$ cat src/rtl/sa_ram_rwsp_param.sv
// Parametrised 1R1W SRAM model with a zeroing sweep after reset, a two-stage
// read pipeline, a selectable output-stage read-during-write policy and a collision flag.
module sa_ram_rwsp_param #(
  parameter int DEPTH   = 128,
  parameter int WIDTH   = 11,
  parameter int AW      = 7,
  parameter int RDW_FWD = 0
) (
  input  logic             clk,
  input  logic             rstn,
  input  logic [AW-1:0]    ra,
  input  logic             re,
  input  logic             ore,
  output logic [WIDTH-1:0] dout,
  output logic             dout_vld,
  input  logic [AW-1:0]    wa,
  input  logic             we,
  input  logic [WIDTH-1:0] di,
  output logic             init_done,
  output logic             collide,
  input  logic [31:0]      pwrbus_ram_pd
);

  typedef enum logic {ST_INIT = 1'b0, ST_READY = 1'b1} state_t;

  localparam logic [AW:0]   DEPTH_W   = (AW+1)'(DEPTH);
  localparam logic [AW-1:0] LAST_ADDR = AW'(DEPTH - 1);

  state_t           state_r;
  state_t           state_nxt_s;
  logic [AW-1:0]    init_ptr_r;
  logic [AW-1:0]    ra_d_r;
  logic             rd_pend_r;
  logic [WIDTH-1:0] dout_r;
  logic             dout_vld_r;
  logic             init_done_r;
  logic             collide_r;
  logic [WIDTH-1:0] mem_r [DEPTH];

  logic             ready_s;
  logic             wr_ok_s;
  logic             rd_ok_s;
  logic             fwd_s;
  logic [WIDTH-1:0] rd_word_s;
  logic [WIDTH-1:0] rd_data_s;
  logic             unused_s;

  assign unused_s = ^pwrbus_ram_pd;
  assign ready_s  = (state_r == ST_READY);
  // Out-of-range addresses (possible when 2^AW > DEPTH) never touch the array.
  assign wr_ok_s  = ready_s & we & ({1'b0, wa} < DEPTH_W);
  assign rd_ok_s  = ({1'b0, ra_d_r} < DEPTH_W);

  // State register
  always_ff @(posedge clk or negedge rstn) begin
    if (!rstn) begin
      state_r <= ST_INIT;
    end else begin
      state_r <= state_nxt_s;
    end
  end

  // Next-state: leave INIT on the edge that zeroes the last word
  always_comb begin
    state_nxt_s = state_r;
    case (state_r)
      ST_INIT: begin
        if (init_ptr_r == LAST_ADDR) begin
          state_nxt_s = ST_READY;
        end else begin
          state_nxt_s = ST_INIT;
        end
      end
      ST_READY: state_nxt_s = ST_READY;
      default:  state_nxt_s = ST_INIT;
    endcase
  end

  // Stage-2 read word, with optional forwarding of a same-edge write
  always_comb begin
    rd_word_s = {WIDTH{1'b0}};
    if (rd_ok_s) begin
      rd_word_s = mem_r[ra_d_r];
    end else begin
      rd_word_s = {WIDTH{1'b0}};
    end
    fwd_s     = (RDW_FWD != 0) && wr_ok_s && (wa == ra_d_r);
    rd_data_s = fwd_s ? di : rd_word_s;
  end

  // Storage array: sweep writes zero during INIT, port writes in READY
  always_ff @(posedge clk) begin
    if (!ready_s) begin
      mem_r[init_ptr_r] <= {WIDTH{1'b0}};
    end else if (wr_ok_s) begin
      mem_r[wa] <= di;
    end
  end

  // Sweep pointer, read pipeline and registered status outputs
  always_ff @(posedge clk or negedge rstn) begin
    if (!rstn) begin
      init_ptr_r  <= {AW{1'b0}};
      init_done_r <= 1'b0;
      ra_d_r      <= {AW{1'b0}};
      rd_pend_r   <= 1'b0;
      dout_r      <= {WIDTH{1'b0}};
      dout_vld_r  <= 1'b0;
      collide_r   <= 1'b0;
    end else if (!ready_s) begin
      if (init_ptr_r != LAST_ADDR) begin
        init_ptr_r <= init_ptr_r + AW'(1);
      end
      init_done_r <= (init_ptr_r == LAST_ADDR);
      dout_r      <= {WIDTH{1'b0}};
      dout_vld_r  <= 1'b0;
      collide_r   <= 1'b0;
    end else begin
      init_done_r <= 1'b1;
      collide_r   <= re & we & (ra == wa);
      if (re) begin
        ra_d_r    <= ra;
        rd_pend_r <= 1'b1;
      end else if (ore) begin
        rd_pend_r <= 1'b0;
      end
      if (ore) begin
        dout_r     <= rd_data_s;
        dout_vld_r <= rd_pend_r;
      end
    end
  end

  assign dout      = dout_r;
  assign dout_vld  = dout_vld_r;
  assign init_done = init_done_r;
  assign collide   = collide_r;

endmodule

$ cat config.mk
export PLATFORM = sky130hd
export DESIGN_NAME = sa_ram_rwsp_param
export DESIGN_NICKNAME = d
export VERILOG_FILES = /design/src/rtl/sa_ram_rwsp_param.sv
export SDC_FILE = /design/constraint.sdc
export NUM_CORES = 1
export LEC_CHECK = 0
export CORE_ASPECT_RATIO = 2
export CORE_MARGIN = 5
export CORE_UTILIZATION = 56
export CTS_BUF_LIST = sky130_fd_sc_hd__clkbuf_16
export DETAILED_ROUTE_END_ITERATION = 8
export PLACE_DENSITY = 0.79
export RECOVER_POWER = 50
export SYNTH_ARGS = -nofsm -noshare
export SYNTH_HDL_FRONTEND = slang
export SYNTH_SLANG_ARGS = --single-unit
$ cat constraint.sdc
create_clock -name clk -period 2.8 [get_ports clk]
set_input_delay 0.42 -clock clk [delete_from_list [all_inputs] [get_ports clk]]
set_output_delay 0.42 -clock clk [all_outputs]
set_load 0.02 [all_outputs]
==> results of run 1 <==
[layer usage]
metal  up-vias  part of all wire [%]  GRT usage (%)
met3       524                   8.6           5.04
met4         2                   8.7           18.6
li1      12327                     -              -
met1     15444                    31           31.7
met2      1982                    52           47.7
met5         -                0.0087              0
[final cells by class]
cell class	count	area (sq um)	area share, %
Sequential cell	1437	43000	66.0
Multi-Input combinational cell	1179	12300	18.9
Timing Repair Buffer	491	4520	6.94
Clock buffer	108	2700	4.15
Tap cell	1328	1660	2.55
Clock inverter	92	955	1.46
Inverter	4	15.0	0.0230
Antenna cell	3	7.51	0.0115
[worst max path at each step]
stage	start	endpoint	depth (start not counted)
3_3_place_gp	we	mem_r[63][0]	9
5_1_grt	ra_d_r[0]	dout[10]	10
3_5_place_dp	we	mem_r[61][2]	9
6_report	ra_d_r[0]	dout[4]	11
4_1_cts	ra_d_r[0]	dout[10]	9
2_1_floorplan	init_done	mem_r[32][0]	7
[what timing repair did]
item                                    CTS  global route
endpoints found under the setup margin    8             8
buffers inserted                          3             6
cloned                                    0             1
pin swaps                                 1             0
gates resized for setup                  12            15
[state kept, by name (all words and copies together) (netlist names)]
name        count
rd_pend_r       1
collide         1
dout_vld        1
dout           11
ra_d_r          7
init_done       1
mem_r        1408
init_ptr_r      7
[placed cells by master, fill, tap and decap left out, types with 15 or more instances in the layout]
cell type	netlist	routed
edfxtp_1	1408	1408
a21oi_1	27	27
mux2i_1	240	239
dfrtp_1	29	25
o21ai_0	41	38
a31oi_1	27	27
mux2_2	28	28
nand2_1	83	83
clkdlybuf4s50_1	0	42
bufinv_16	0	18
clkinv_2	0	25
mux4_2	252	252
nor2_1	141	139
a22oi_1	126	124
o32ai_1	18	18
clkbuf_16	0	109
buf_4	34	361
clkinv_1	0	15
nand3_1	48	47
buf_12	0	58
inv_1	3	15
[cell families after synthesis]
family,after synthesis,share of synthesized area [%]
AOI/OAI and AO/OA,294,3.70
xor gates and xnor gates,12,0.187
buffers and inverters,160,1.56
muxes,521,15.0
adders and majority gates,1,0.0223
and+or+nand+nor,351,2.84
DFF,1437,76.7
[power groups by stage]
stage,combinational (mW),sequential [mW],clock (mW)
2_1_floorplan,0.0118,23.7,0
3_3_place_gp,0.100,23.7,0
3_5_place_dp,0.101,23.7,0
4_1_cts,0.102,23.2,16.2
5_1_grt,0.104,23.2,17.2
6_report,0.0998,23.2,16.2
[worst max-delay path, stage by stage (launching register included)]
cell	delay, ns
dfrtp_4	0.47
buf_6	0.16
buf_4	0.14
buf_12	0.14
mux4_2	0.52
mux2_2	0.30
a22oi_1	0.20
buf_4	0.17
o211ai_1	0.09
buf_4	0.19
nand3_1	0.16
a22oi_1	0.13
[stage by stage]
stage	std cells	hold slack, ns	utilization (%)	power (mW)
after floorplan	2776	0.124	-	23.7
after global placement	4429	0.472	61.7	23.8
after detailed placement	4429	0.476	61.7	23.8
after CTS	4632	0.0951	65.5	39.6
after global routing	4640	0.195	65.4	40.5
final	4642	0.201	65.4	39.5
==> run summary, run 1 <==
Most instantiated library cell after synthesis - edfxtp_1
Row count - 164
Global Route Usage Sum - 27.8%
Post-layout min period - 2.79 ns
Clock skew - 0.0263 ns
First-pass GRT wire length - 213000 um
Initial antenna violation count - 7
Peak supply drop - 555 uV
Fin. Hold Viols - 0
Switching portion of total power - 18.9%
Drt via density - 6.52
Synth async-reset ratio - 2.02%
Max Fclk - 358 MHz
Worst reg2reg endpoint - dout[4]
Worst setup path class - reg -> reg
Post-Route WL - 149000 um
Failing checks - max-capacitance violations, max-slew violations
Slew Limit Headroom - -7.41%
IO Port Bufs - 43
Die height - 458 um
GP Congestion - 0.989
# setup viols final - 0
H-tree Lvls - 3
Width of the die - 234 um
Slack of the worst reg-to-reg path - 0.007 ns
Syn_area_per_cell - 20.2 sq um
Seq cells post-synth - 1437
Layout Nets - 3283
I/O pins - 76
RSZ-0062 raised after global routing - true
Clock Sinks - 1437
Largest net degree at the start of global routing - 73
Most area-hungry cell type in the Yosys netlist - edfxtp_1
Top-area cell type share of the netlist area - 75.4%
Internal Power - 32.0 mW
Dpl cell area - 0.0616 sq mm
Sw Pwr - 7.46 mW
Clock Tree Root - clkbuf_16
Final worst path period share - 99.7%
Core area - 0.0997 sq mm
Top cells by count, synth - edfxtp_1, mux4_2, mux2i_1
Skew-Pair Late Insertion Delay - 0.72 ns
Initial Util - 56.2%
CTS Buf Count - 107
Starting DRT DRC Count - 3939
Distinct cells, synth - 58
Combinational power share - 0.3%
Max cap viols - 5
Clock power share - 40.9%
Synth Flop Type - edfxtp_1
Final HPWL DP - 98000 um
Worst Path Arrival - 3.39 ns
CTS tree - done
Final instance area - 0.0652 sq mm
PD cells - 605 mW/mm^2
Type of origin of the critical path - flop
Worst-path fanout max - 8
Critical path required time - 3.39 ns
Hold Buf Count CTS - 0
Sequential-to-total area share from yosys stat - 76.7%
Synthesized netlist cell count - 2776
DP Worst Slack - -0.401 ns
Slew Limit Fails - 295
GR Overflow Total - 0
Die area - 0.107 sq mm
R2R Path Start - ra_d_r[0]
Syn Std Cell Area - 0.0561 sq mm
Via count - 30279
Sum Neg Setup Slack - 0 ns
HP Class - in -> async
Syn_nets - 2839
Clk slew on worst S/H paths - 0.08 ns
Layout area overhead - 16.3%
Leak - 17.2 nW
Critical Path End Type - flop
DRT Pass-1 Iters - 8
Post-synth EDFFs - 1408
Worst Tran Pin Value - 1.61 ns
Layout cells sized above 1 - 28.1%
Fillers - 6320
Status - finished, violations left
Reg2reg path depth - 11
Top cells by area, synth - edfxtp_1, mux4_2, mux2i_1
Routed len/inst - 32.0 um
Syn. warnings - 0
Flop pwr share - 58.8%
Final worst slack - 0.00747 ns
Detail Route Antenna Nets - 0
Vias in the first global route - 31547
DRC Markers - 0
Maximum clock path buffer count - 3
(Power assumes the default switching activity.)
==> run 2: changes to the inputs <==
--- a/config.mk
+++ b/config.mk
@@ -7,2 +7,3 @@
 export LEC_CHECK = 0
+export CAP_MARGIN = 40
 export CORE_ASPECT_RATIO = 2
==> constraint.sdc (replaced) <==
create_clock -name clk -period 2.8 [get_ports clk]
set_input_delay 0.84 -clock clk [delete_from_list [all_inputs] [get_ports clk]]
set_output_delay 0.84 -clock clk [all_outputs]
set_load 0.02 [all_outputs]
==> run summary, run 2 (synthesis gave the netlist of run 1 again) <==
Routed len/inst - 31.5 um
Dpl cell area - 0.0615 sq mm
Overall power - 38.8 mW
Via count - 29822
Drt via density - 6.46
Largest net degree at the start of global routing - 73
CTS tree - done
Row count - 164
Post-route insts no fill - 4617
Biggest register - mem_r
IO Port Bufs - 43
First-pass GRT wire length - 210000 um
GP Congestion - 0.933
Sw Pwr - 7.29 mW
Worst Tran Pin Value - 1.86 ns
Combinational power share - 0.3%
Final hold slack - 0.541 ns
Clk slew on worst S/H paths - 0.07 ns
Clock Tree Root - clkbuf_16
Clock power share - 39.9%
Die area - 0.107 sq mm
# setup viols final - 14
Initial antenna violation count - 3
HP Class - reg -> reg
DRC Markers - 0
CTS Buf Count - 107
Final HPWL DP - 95200 um
Slew Limit Fails - 224
Layout area overhead - 15.9%
Vias in the first global route - 31057
Detail Route Antenna Nets - 0
Worst setup path class - in -> reg
Starting DRT DRC Count - 3643
Maximum clock path buffer count - 3
Cell Count Post-Placement - 4414
Final worst slack - -0.0161 ns
Leak - 17.1 nW
Post-Route WL - 145000 um
PD cells - 597 mW/mm^2
Hold Buf Count CTS - 0
Internal Power - 31.5 mW
Critical Path End Type - flop
Critical path required time - 3.22 ns
GR Overflow Total - 0
Skew-Pair Late Insertion Delay - 0.71 ns
Flop pwr share - 59.9%
Layout Nets - 3262
Post-layout min period - 2.82 ns
Peak supply drop - 603 uV
Switching portion of total power - 18.8%
Fin. Hold Viols - 0
DP Worst Slack - -0.802 ns
Die height - 458 um
Commonest non-fill, non-tap cell in the layout - edfxtp_1
Max Fclk - 355 MHz
Core area - 0.0997 sq mm
Reg2reg path depth - 7
Sum Neg Setup Slack - -0.107 ns
Area of the multi-input gates - 0.0125 sq mm
H-tree Lvls - 3
Clock Sinks - 1437
Width of the die - 234 um
Initial Util - 56.2%
Final core utilization - 65.1%
Worst-path fanout max - 11
Max cap viols - 4
Status - finished, violations left
I/O pins - 76
Commonest non-fill, non-tap cells in the layout - edfxtp_1, buf_4, mux4_2, mux2i_1, nor2_1
Slew Limit Headroom - -24.2%
Number of flip-flops under the largest register name - 1408
Worst hold stages - 2
Final worst path period share - 101%
Layout cells sized above 1 - 27.9%
Register Area - 0.0430 sq mm
Clock skew - 0.0181 ns
Type of origin of the critical path - input pin
Slack of the worst reg-to-reg path - 0.02 ns
DRT Pass-1 Iters - 5
Global Route Usage Sum - 27.2%
Final instance area - 0.0650 sq mm
Failing checks - max-capacitance violations, max-slew violations, negative setup slack
Worst Path Arrival - 3.24 ns
Fillers - 6383
[run 2: cell types whose count changed in the layout (fill, tap and decap cells not counted), moves of 7 or more]
cell	change
inv_1	+7
a31oi_2	+7
a31oi_1	-7
buf_4	-24
clkinv_2	-7
bufinv_16	-7
[run 2: what timing repair did]
| action | CTS | global route |
|---|---|---|
| endpoints found under the setup margin | 81 | 99 |
| cloned | 0 | 1 |
| pin swaps | 0 | 5 |
| endpoints found under the hold margin | 0 | 0 |
| setup buffers | 3 | 0 |
| gates resized for setup | 20 | 34 |
[run 2: routing by layer]
metal  GRT usage (%)  wire [um]  vias to the layer above
met4            16.6      11800                        0
met2            47.1      76100                     1787
met1            31.8      46200                    15310
li1                -          -                    12291
met5               0          0                        -
met3            4.40      11300                      434
[run 2: final cells by class]
| class | instances | area share (%) |
|---|---|---|
| flip-flops and latches | 1437 | 66.2 |
| multi-input cells | 1179 | 19.2 |
| repair buffers | 470 | 6.65 |
| clock buffers | 111 | 4.28 |
| well taps | 1328 | 2.56 |
| clock inverters | 84 | 1.09 |
| inverters | 4 | 0.0231 |
| diodes | 4 | 0.0154 |
[run 2: final timing paths]
kind	from	to
min in group asynchronous	rstn	dout[7]
min	rd_pend_r	rd_pend_r
max	we	mem_r[92][1]
max in group asynchronous	rstn	ra_d_r[0]
max reg2reg	ra_d_r[0]	dout[1]
min reg2reg	rd_pend_r	rd_pend_r
[run 2: power by group through the flow]
stage / clock, mW / sequential (mW) / combinational (mW)
after floorplan: 0 / 23.7 / 0.0118
after global placement: 0 / 23.7 / 0.100
after detailed placement: 0 / 23.7 / 0.100
after CTS: 15.6 / 23.2 / 0.101
after global routing: 16.5 / 23.2 / 0.104
final: 15.5 / 23.2 / 0.100
[run 2: worst max-delay path, cell delays in order]
cell             delay [ns]
clkdlybuf4s50_1        0.55
and2_1                 0.31
buf_4                  0.19
buf_4                  0.14
o21ai_1                0.31
buf_4                  0.18
nand2_1                0.08
buf_4                  0.18
nor2_1                 0.25
buf_12                 0.19
